**src/rtl/rv_fetch_pkg.sv**
```systemverilog
// Shared fetch-stage types and constants: the queue entry layout and the NOP word.
package rv_fetch_pkg;
  localparam int          CORE_WIDTH  = 2;
  localparam int          INSTR_BYTES = 4;
  localparam int          BLK_W       = CORE_WIDTH * 32;
  localparam logic [31:0] NOP_INSTR   = 32'h00000013;

  // One fetched block tagged with the PC of slot 0.
  typedef struct packed {
    logic [31:0]      pc;
    logic [BLK_W-1:0] blk;
  } fetch_entry_t;
endpackage

```
**src/rtl/fetch_unit_if.sv**
```systemverilog
// Fetch-stage bus: instruction memory address/data, redirect input and decode handshake.
// master = fetch_unit side, slave = memory/decode/branch environment side.
interface fetch_unit_if #(
  parameter int CORE_WIDTH = rv_fetch_pkg::CORE_WIDTH
) ();
  logic [31:0]              pc_addr;
  logic [CORE_WIDTH*32-1:0] instruction_blk;
  logic                     redirect_valid;
  logic [31:0]              redirect_pc;
  logic                     out_valid;
  logic                     out_ready;
  logic [CORE_WIDTH*32-1:0] out_blk;
  logic [31:0]              out_pc;

  modport master (
    output pc_addr, out_valid, out_blk, out_pc,
    input  instruction_blk, redirect_valid, redirect_pc, out_ready
  );

  modport slave (
    input  pc_addr, out_valid, out_blk, out_pc,
    output instruction_blk, redirect_valid, redirect_pc, out_ready
  );
endinterface

```
**src/rtl/fetch_queue.sv**
```systemverilog
// Circular FIFO of fetch entries. Occupancy is an explicit count so full and
// empty stay distinct; flush clears pointers and count in one cycle.
module fetch_queue
  import rv_fetch_pkg::*;
#(
  parameter int DEPTH = 4,
  localparam int PW   = $clog2(DEPTH),
  localparam int CW   = PW + 1
) (
  input  logic         clk,
  input  logic         rst,
  input  logic         flush,
  input  logic         enq,
  input  logic         deq,
  input  fetch_entry_t enq_data,
  output fetch_entry_t head,
  output logic [CW-1:0] count
);
  localparam logic [PW-1:0] PTR_ONE = PW'(1);
  localparam logic [CW-1:0] CNT_ONE = CW'(1);

  fetch_entry_t  mem_q [DEPTH];
  logic [PW-1:0] wr_ptr;
  logic [PW-1:0] rd_ptr;

  // Entry storage: written on enqueue, no reset needed since head is gated by count.
  always_ff @(posedge clk) begin
    if (enq && !flush && !rst) mem_q[wr_ptr] <= enq_data;
  end

  // Pointer and occupancy bookkeeping; flush wins over enq/deq.
  always_ff @(posedge clk) begin
    if (rst || flush) begin
      wr_ptr <= '0;
      rd_ptr <= '0;
      count  <= '0;
    end else begin
      if (enq) wr_ptr <= wr_ptr + PTR_ONE;
      if (deq) rd_ptr <= rd_ptr + PTR_ONE;
      case ({enq, deq})
        2'b10:   count <= count + CNT_ONE;
        2'b01:   count <= count - CNT_ONE;
        default: count <= count;
      endcase
    end
  end

  // Oldest entry, forced to zero when the queue is empty.
  always_comb begin
    head = '0;
    if (count != '0) head = mem_q[rd_ptr];
  end
endmodule

```
**src/rtl/fetch_unit.sv**
```systemverilog
// Front-end fetch stage: owns the PC, captures instruction blocks from a
// combinational instruction memory into a fetch queue, and hands them to
// decode over valid/ready. Redirects flush the queue and reload the PC.
// Optional build macro FETCH_PERF_EN adds saturating enqueue/stall counters.
module fetch_unit
  import rv_fetch_pkg::*;
#(
  parameter int          CORE_WIDTH    = rv_fetch_pkg::CORE_WIDTH,
  parameter int          FETCH_Q_DEPTH = 4,
  parameter logic [31:0] RESET_PC      = 32'h00000000
) (
  input  logic              clk,
  input  logic              rst,
  fetch_unit_if.master      bus
`ifdef FETCH_PERF_EN
  ,
  output logic [31:0]       perf_fetch_cnt,
  output logic [31:0]       perf_stall_cnt
`endif
);
  localparam int          CW      = $clog2(FETCH_Q_DEPTH) + 1;
  localparam logic [CW-1:0] Q_FULL = CW'(FETCH_Q_DEPTH);
  localparam logic [31:0] PC_STEP = 32'(CORE_WIDTH * INSTR_BYTES);

  logic [31:0]   pc;
  logic          enq;
  logic          deq;
  logic [CW-1:0] count;
  fetch_entry_t  enq_data;
  fetch_entry_t  head;
  logic [1:0]    unused_rpc_lo;

  assign unused_rpc_lo = bus.redirect_pc[1:0];

  // Handshake arbitration: redirect suppresses both accept and fetch; a full
  // queue still fetches when decode drains an entry the same cycle.
  assign bus.out_valid = (count != '0) && !bus.redirect_valid;
  assign deq           = bus.out_valid && bus.out_ready;
  assign enq           = !bus.redirect_valid && ((count < Q_FULL) || deq);

  assign bus.pc_addr = pc;
  assign enq_data    = {pc, bus.instruction_blk};
  assign bus.out_blk = head.blk;
  assign bus.out_pc  = head.pc;

  // PC register: reset, then redirect (word-aligned), then sequential advance.
  always_ff @(posedge clk) begin
    if (rst)                     pc <= {RESET_PC[31:2], 2'b00};
    else if (bus.redirect_valid) pc <= {bus.redirect_pc[31:2], 2'b00};
    else if (enq)                pc <= pc + PC_STEP;
  end

  fetch_queue #(
    .DEPTH (FETCH_Q_DEPTH)
  ) u_queue (
    .clk      (clk),
    .rst      (rst),
    .flush    (bus.redirect_valid),
    .enq      (enq),
    .deq      (deq),
    .enq_data (enq_data),
    .head     (head),
    .count    (count)
  );

`ifdef FETCH_PERF_EN
  // Saturating perf counters; only reset clears them, redirects do not.
  always_ff @(posedge clk) begin
    if (rst) begin
      perf_fetch_cnt <= '0;
      perf_stall_cnt <= '0;
    end else begin
      if (enq && (perf_fetch_cnt != '1))
        perf_fetch_cnt <= perf_fetch_cnt + 32'd1;
      if (!bus.redirect_valid && !enq && (perf_stall_cnt != '1))
        perf_stall_cnt <= perf_stall_cnt + 32'd1;
    end
  end
`endif
endmodule
```
**src/flat_wrapper.sv**
```systemverilog
// flat-port wrapper written by rule: the top's interface ports become plain ports
module fetch_unit_flat import rv_fetch_pkg::*;
#(
  parameter int          CORE_WIDTH    = rv_fetch_pkg::CORE_WIDTH,
  parameter int          FETCH_Q_DEPTH = 4,
  parameter logic [31:0] RESET_PC      = 32'h00000000
)
  (clk, rst, bus_pc_addr, bus_out_valid, bus_out_blk, bus_out_pc, bus_instruction_blk, bus_redirect_valid, bus_redirect_pc, bus_out_ready);
  fetch_unit_if #(.CORE_WIDTH(CORE_WIDTH)) bus_i ();
  input  logic clk;
  input  logic rst;
  output wire logic [$bits(bus_i.pc_addr)-1:0] bus_pc_addr;
  output wire logic [$bits(bus_i.out_valid)-1:0] bus_out_valid;
  output wire logic [$bits(bus_i.out_blk)-1:0] bus_out_blk;
  output wire logic [$bits(bus_i.out_pc)-1:0] bus_out_pc;
  input wire logic [$bits(bus_i.instruction_blk)-1:0] bus_instruction_blk;
  input wire logic [$bits(bus_i.redirect_valid)-1:0] bus_redirect_valid;
  input wire logic [$bits(bus_i.redirect_pc)-1:0] bus_redirect_pc;
  input wire logic [$bits(bus_i.out_ready)-1:0] bus_out_ready;
  assign bus_pc_addr = bus_i.pc_addr;
  assign bus_out_valid = bus_i.out_valid;
  assign bus_out_blk = bus_i.out_blk;
  assign bus_out_pc = bus_i.out_pc;
  assign bus_i.instruction_blk = bus_instruction_blk;
  assign bus_i.redirect_valid = bus_redirect_valid;
  assign bus_i.redirect_pc = bus_redirect_pc;
  assign bus_i.out_ready = bus_out_ready;
  fetch_unit #(.CORE_WIDTH(CORE_WIDTH), .FETCH_Q_DEPTH(FETCH_Q_DEPTH), .RESET_PC(RESET_PC)) u_core (.clk(clk), .rst(rst), .bus(bus_i));
endmodule
```
**config.mk**
```make
export PLATFORM = sky130hd
export DESIGN_NAME = fetch_unit_flat
export DESIGN_NICKNAME = d
export VERILOG_FILES = /design/src/rtl/rv_fetch_pkg.sv /design/src/rtl/fetch_unit_if.sv /design/src/rtl/fetch_queue.sv /design/src/rtl/fetch_unit.sv /design/src/flat_wrapper.sv
export SDC_FILE = /design/constraint.sdc
export NUM_CORES = 1
export LEC_CHECK = 0
export CELL_PAD_IN_SITES_DETAIL_PLACEMENT = 0
export CELL_PAD_IN_SITES_GLOBAL_PLACEMENT = 2
export CORE_ASPECT_RATIO = 1.1
export CORE_MARGIN = 3
export CORE_UTILIZATION = 30
export CTS_CLUSTER_DIAMETER = 150
export DETAILED_ROUTE_END_ITERATION = 8
export DONT_BUFFER_PORTS = 1
export PLACE_DENSITY = 0.54
export SLEW_MARGIN = 20
export SYNTH_ARGS = -nofsm -noshare
export SYNTH_HDL_FRONTEND = slang
export SYNTH_SLANG_ARGS = --single-unit
```
**constraint.sdc**
```tcl
create_clock -name clk -period 5.6 [get_ports clk]
set_input_delay 1.68 -clock clk [delete_from_list [all_inputs] [get_ports clk]]
set_output_delay 1.68 -clock clk [all_outputs]
set_load 0.03 [all_outputs]
```
==> results of run 1 <==
## state kept, by name (all words and copies together), names as in the netlist, named ones only
register               count
u_core.u_queue.mem_q     376
u_core.bus.pc_addr        30
u_core.u_queue.count       3
u_core.u_queue.rd_ptr      2
u_core.u_queue.wr_ptr      2
## where the power goes
part / total (mW) / switching [mW] / leakage [nW] / internal (mW)
clock: 2.78 / 1.17 / 0.655 / 1.61
combinational: 0.287 / 0.198 / 1.17 / 0.0890
sequential: 3.55 / 0.0954 / 3.77 / 3.46
## cells in the final DEF, fill, tap and decap left out, types with 5 or more instances in the layout
cell       synthesis  routed
o21ai_0            7       7
clkinv_2           0       6
nand4_1           12      12
buf_4              4      14
nor2b_1           96      96
a211oi_1          17      17
xnor2_1           14      14
inv_1             10      10
nor2_1            32      32
mux4_2            94      94
dfxtp_1           39      37
nand3_1            7       7
a21oi_1            9       9
clkbuf_1          31      14
or4_1              5       5
nand2_1           19      19
or3_1              5       5
edfxtp_1         376     376
clkbuf_16          0      45
ha_1               6       6
a311oi_1           6       6
clkinv_1           1      10
buf_12             0       8
## tightest hold or removal path: stages, from the launching register on
cell,delay (ns)
dfxtp_1,0.34
nand2_1,0.07
a21oi_1,0.05
## worst min-delay path by stage
stage                                          start                                    end  slack [ns]  depth (start not counted)
2_1_floorplan  u_core.u_queue.wr_ptr[1]$_SDFFE_PP0P_  u_core.u_queue.wr_ptr[1]$_SDFFE_PP0P_        0.46                          2
3_3_place_gp   u_core.u_queue.wr_ptr[1]$_SDFFE_PP0P_  u_core.u_queue.wr_ptr[1]$_SDFFE_PP0P_        0.49                          2
3_5_place_dp   u_core.u_queue.rd_ptr[1]$_SDFFE_PP0P_                                   flop        0.50                          2
4_1_cts        u_core.u_queue.wr_ptr[1]$_SDFFE_PP0P_  u_core.u_queue.wr_ptr[1]$_SDFFE_PP0P_        0.52                          2
5_1_grt        u_core.u_queue.rd_ptr[1]$_SDFFE_PP0P_                                   flop        0.56                          2
6_report       u_core.u_queue.wr_ptr[1]$_SDFFE_PP0P_  u_core.u_queue.wr_ptr[1]$_SDFFE_PP0P_        0.51                          2
## final cells by class
type / count / area [um2] / share of cell area [%]
sequential: 415 / 12100 / 64.2
multi-input combinational: 403 / 4180 / 22.2
clock buffer: 59 / 1180 / 6.26
timing repair buffer: 22 / 265 / 1.41
antenna: 1 / 2.50 / 0.0133
clock inverter: 19 / 163 / 0.864
inverter: 11 / 41.3 / 0.219
tap: 728 / 911 / 4.84
## logic make-up after synthesis
logic type | after synthesis | share of synthesized area (%)
flops | 415 | 73.2
buf+inv | 65 | 1.66
mux | 95 | 12.9
simple gates | 212 | 7.50
fa+ha+maj | 7 | 0.576
compound gates | 69 | 3.31
xor+xnor | 16 | 0.850
other cells | 1 | 0.0227
## metal layers
layer,global-route usage [%],routed length [um],share of wire (%)
met5,0,0,0
met4,3.30,751,1.9
met3,4.32,2680,6.7
met2,23.4,20100,50
met1,17.2,16500,41
==> flow_summary.json, run 1 <==
{
  "timing.rr.start": "u_core.bus.pc_addr[3]$_SDFFE_PP0N_",
  "ys_top_cells_by_area": "edfxtp_1, mux4_2, dfxtp_1",
  "die_area_mm2": 0.0578,
  "dr.pass1.iters": 4,
  "critPathSlowestCell": "dfxtp_4",
  "yosysTopAreaCell": "edfxtp_1",
  "grt_pass1_wl_mm": 59.1,
  "postCtsSetupRepairBufs": 0,
  "endpoint": "bus_out_blk[57]",
  "endpoint_kind": "output pin",
  "power_density_mw_per_mm2": 352,
  "min_period_over_period_pct": 78.5,
  "synth_most_common_cell": "edfxtp_1",
  "r2r-end": "u_core.bus.pc_addr[19]$_SDFFE_PP0N_",
  "fin_tns_setup_ns": 0,
  "antenna_found_initial": 0,
  "numPortBuffers": 0,
  "cts_tree": "built",
  "async_flop_share_pct": 0,
  "holdWs_ns": 0.510,
  "synth_seq_area_share_pct": 73.2,
  "grt.total_usage_pct": 13.8,
  "placed_area_mm2": 0.0175,
  "p_leak_nw": 5.59,
  "r2r_slack_ns": 2.85,
  "netlist_top_cells_count": "edfxtp_1, nor2b_1, mux4_2, dfxtp_1, nor2_1",
  "cts_sinks": 415,
  "wl_per_cell_um": 24.1,
  "synth-edff-count": 376,
  "finalPower_mw": 6.62,
  "avgSynthCellArea_um2": 18.7,
  "finalHoldViolCount": 0,
  "setup_viol": 0,
  "initial_core_util_pct": 30.5,
  "io_pins": 229,
  "clk_latency_ns": 0.55,
  "drc": 0,
  "fmax_mhz": 227,
  "vias_per_cell": 4.82,
  "syn_area_mm2": 0.0165,
  "post-place-cells": 1579,
  "postCtsHoldBufs": 0,
  "cts_resized": 0,
  "fin_util_pct": 34.8,
  "dieHeight_um": 252,
  "drt_iter0_markers": 448,
  "cts_buffer_depth": 3,
  "ys_seq_elements": 415,
  "drt-total-wl_mm": 40.0,
  "cp.arrival_ns": 2.72,
  "stdcell_area_mm2": 0.0188,
  "area_delta_synth_final_pct": 14.1,
  "path_cells": "buf_4 -> mux4_2 -> nor2b_1",
  "worst_pin_slew_ns": 0.932,
  "pre_cts_slack_ns": 1.30,
  "routabilityCongestion": 0.680,
  "fin_skew_ns": 0.0142,
  "path_delay_family": "flip-flops",
  "cp_num_buf_inv": 1,
  "reg2regPathDepth": 5,
  "period_minus_slack_ns": 4.40,
  "htreeDepth": 2,
  "die_w_um": 230,
  "rsz0062_at_grt": "no",
  "fin_cells": 1658,
  "rows": 89,
  "cp_slowest_stage_delay_ns": 0.97,
  "vdd_drop_max_mv": 0.174,
  "fin_nets": 1005,
  "overflow": 0,
  "synth_ff_type": "edfxtp_1",
  "fill_cells": 5106,
  "hp-class": "reg -> reg",
  "worstPathMaxFanout": 52,
  "hpwl_mm": 24.3,
  "root_buffer": "clkbuf_16",
  "drive_above_1_share_pct": 19.8,
  "synthDistinctLibCells": 57,
  "synth_top_cell_area_share_pct": 68.4,
  "clk_pin_slew_ns": 0.05,
  "grt_pass1_vias": 8510,
  "routed-via-count": 7999,
  "synth_warnings": 0,
  "grt_max_degree": 53,
  "critical_path_class": "reg -> out",
  "final_antenna_net_count": 0,
  "drv_cap": 0,
  "status": "finished, final reports clean",
  "required_ns": 3.92,
  "max_slew_margin_pct": 37.9,
  "postSynthCellCount": 880,
  "startpoint_type": "flop",
  "cts_buffers": 45,
  "slew_viol_final": 0,
  "setup_slack_ns": 1.20,
  "cp.depth": 3,
  "core-area_mm2": 0.0540
}
No activity file was read; power rests on OpenSTA's default activity.
==> run 2: changes to the inputs <==
==> constraint.sdc (replaced) <==
create_clock -name clk -period 4.43 [get_ports clk]
set_input_delay 1.329 -clock clk [delete_from_list [all_inputs] [get_ports clk]]
set_output_delay 1.329 -clock clk [all_outputs]
set_load 0.03 [all_outputs]
==> run 2 against run 1 <==
Count of clock-buffer cells in the layout is 6 higher. Sequential share of layout area shrank 0.92 points. Via count grew 1.1%. Hold slack got worse by 0.0066 ns. Wire length shrank 0.33%. Total power increased by 31%. Register-to-register slack got worse by 1.2 ns. Combinational power up 36%. Clock skew is 0.0025 ns higher. Non-clock buffer count increased by 11. Largest cell class unchanged.
==> flow_summary.json, run 2 (synthesized netlist as in run 1, its figures left out) <==
{
  "rows": 89,
  "period_minus_slack_ns": 3.81,
  "drive_above_1_share_pct": 21.1,
  "die_area_mm2": 0.0578,
  "min_from": "u_core.u_queue.wr_ptr[1]$_SDFFE_PP0P_",
  "hp-class": "reg -> reg",
  "reg2regPathDepth": 5,
  "fin_tns_setup_ns": 0,
  "max_slew_margin_pct": 42.6,
  "drt-total-wl_mm": 39.9,
  "hpwl_mm": 23.8,
  "combPwrFrac_pct": 4.5,
  "p_leak_nw": 5.74,
  "placed_area_mm2": 0.0176,
  "fin_skew_ns": 0.0167,
  "drv_cap": 0,
  "holdPathStages": 2,
  "slew_viol_final": 0,
  "drt_iter0_markers": 417,
  "r2r_slack_ns": 1.65,
  "p_sw_mw": 1.87,
  "wl_per_cell_um": 23.8,
  "die_w_um": 230,
  "cts_tree": "built",
  "dr.pass1.iters": 4,
  "area_delta_synth_final_pct": 15.7,
  "fin_nets": 1017,
  "numPortBuffers": 0,
  "drc": 0,
  "layout_common_cells": "edfxtp_1, nor2b_1, mux4_2",
  "worst_pin_slew_ns": 0.859,
  "cp.arrival_ns": 2.49,
  "min_to": "u_core.u_queue.wr_ptr[1]$_SDFFE_PP0P_",
  "routabilityCongestion": 0.698,
  "power_frac_seq_pct": 51.6,
  "cp_slowest_stage_delay_ns": 0.67,
  "cts_buffer_depth": 3,
  "startpoint_type": "flop",
  "postCtsHoldBufs": 0,
  "fmax_mhz": 262,
  "stdcell_area_mm2": 0.0191,
  "root_buffer": "clkbuf_16",
  "final_antenna_net_count": 0,
  "clock_power_share_pct": 43.9,
  "grt_max_degree": 65,
  "p_int_mw": 6.80,
  "max_flop_register": "u_core.u_queue.mem_q",
  "htreeDepth": 2,
  "rsz0062_at_grt": "no",
  "required_ns": 3.10,
  "min_period_over_period_pct": 86.1,
  "io_pins": 229,
  "grt.total_usage_pct": 13.7,
  "timing.rr.start": "u_core.bus.pc_addr[3]$_SDFFE_PP0N_",
  "postCtsSetupRepairBufs": 0,
  "cts_resized": 0,
  "switching_share_pct": 21.6,
  "clk_latency_ns": 0.56,
  "clk_pin_slew_ns": 0.06,
  "vias_per_cell": 4.82,
  "vdd_drop_max_mv": 0.293,
  "endpoint_kind": "output pin",
  "layout_commonest_cell": "edfxtp_1",
  "antenna_found_initial": 0,
  "critPathSlowestCell": "nor2b_1",
  "r2r-end": "u_core.bus.pc_addr[21]$_SDFFE_PP0N_",
  "worstPathMaxFanout": 36,
  "initial_core_util_pct": 30.5,
  "overflow": 0,
  "routed-via-count": 8084,
  "largest_register_ffs": 376,
  "dieHeight_um": 252,
  "setup_viol": 0,
  "status": "finished, final reports clean",
  "cts_sinks": 415,
  "critical_path_class": "reg -> out",
  "core-area_mm2": 0.0540,
  "grt_pass1_vias": 8859,
  "path_cells": "buf_12 -> mux4_2 -> nor2b_1",
  "power_density_mw_per_mm2": 454,
  "finalHoldViolCount": 0,
  "grt_pass1_wl_mm": 59.5,
  "cts_buffers": 46
}
==> run 2: cell types whose count changed in the layout (fill, tap and decap cells not counted) <==
cell	change
buf_4	+9
clkbuf_16	+4
buf_12	+2
bufinv_16	+2
clkbuf_1	+2
clkinv_1	+1
clkinv_2	-1
clkinv_4	-1
clkinvlp_4	+1
==> run 2: through the flow <==
stage,hold WS (ns),setup WS [ns],power (mW),utilization [%],instances
after floorplan,0.465,0.641,4.83,-,883
after detailed placement,0.492,1.06,4.96,32.6,1590
after global placement,0.484,1.08,4.96,32.6,1590
after CTS,0.501,0.470,8.83,35.3,1676
after global routing,0.513,0.438,9.00,35.3,1676
final,0.503,0.616,8.67,35.3,1677
==> run 2: layer usage <==
metal / vias up / track usage, % / share of wire (%)
met5: - / 0 / 0
met4: 0 / 3.37 / 1.8
met3: 56 / 4.21 / 7.3
met2: 199 / 23.3 / 50
met1: 4236 / 17.2 / 41
li1: 3593 / - / -
==> run 2: area by class of cell <==
cell class	instances	area [um2]
fillers	5080	34900
inverters	11	41.3
well taps	728	911
clock inverters	21	220
diodes	1	2.50
multi-input cells	403	4180
flip-flops and latches	415	12100
clock buffers	65	1290
repair buffers	33	373
==> run 2: how the worst max path moves through the flow <==
stage | endpoint | slack [ns] | cells past startpoint
global placement | u_core.u_queue.count[2]$_SDFFE_PP0P_ | 1.08 | 9
CTS | bus_out_pc[30] | 0.47 | 3
floorplan | u_core.u_queue.mem_q[0][0]$_DFFE_PP_ | 0.64 | 4
detailed placement | u_core.u_queue.count[2]$_SDFFE_PP0P_ | 1.06 | 9
global route | bus_out_pc[30] | 0.44 | 3
finish | bus_out_pc[30] | 0.62 | 3
==> run 2: power by group through the flow <==
stage	sequential, mW	clock, mW	combinational (mW)
after floorplan	4.53	0	0.294
after global placement	4.55	0	0.403
after detailed placement	4.56	0	0.404
after CTS	4.48	3.95	0.405
after global routing	4.48	4.10	0.423
final	4.47	3.81	0.391
==> run 2: critical path: cells and delay by family (launching register included) <==
kind | cells | cell delay [ns]
simple gates | 1 | 0.67
mux | 1 | 0.28
buf+inv | 1 | 0.35
flops | 1 | 0.60
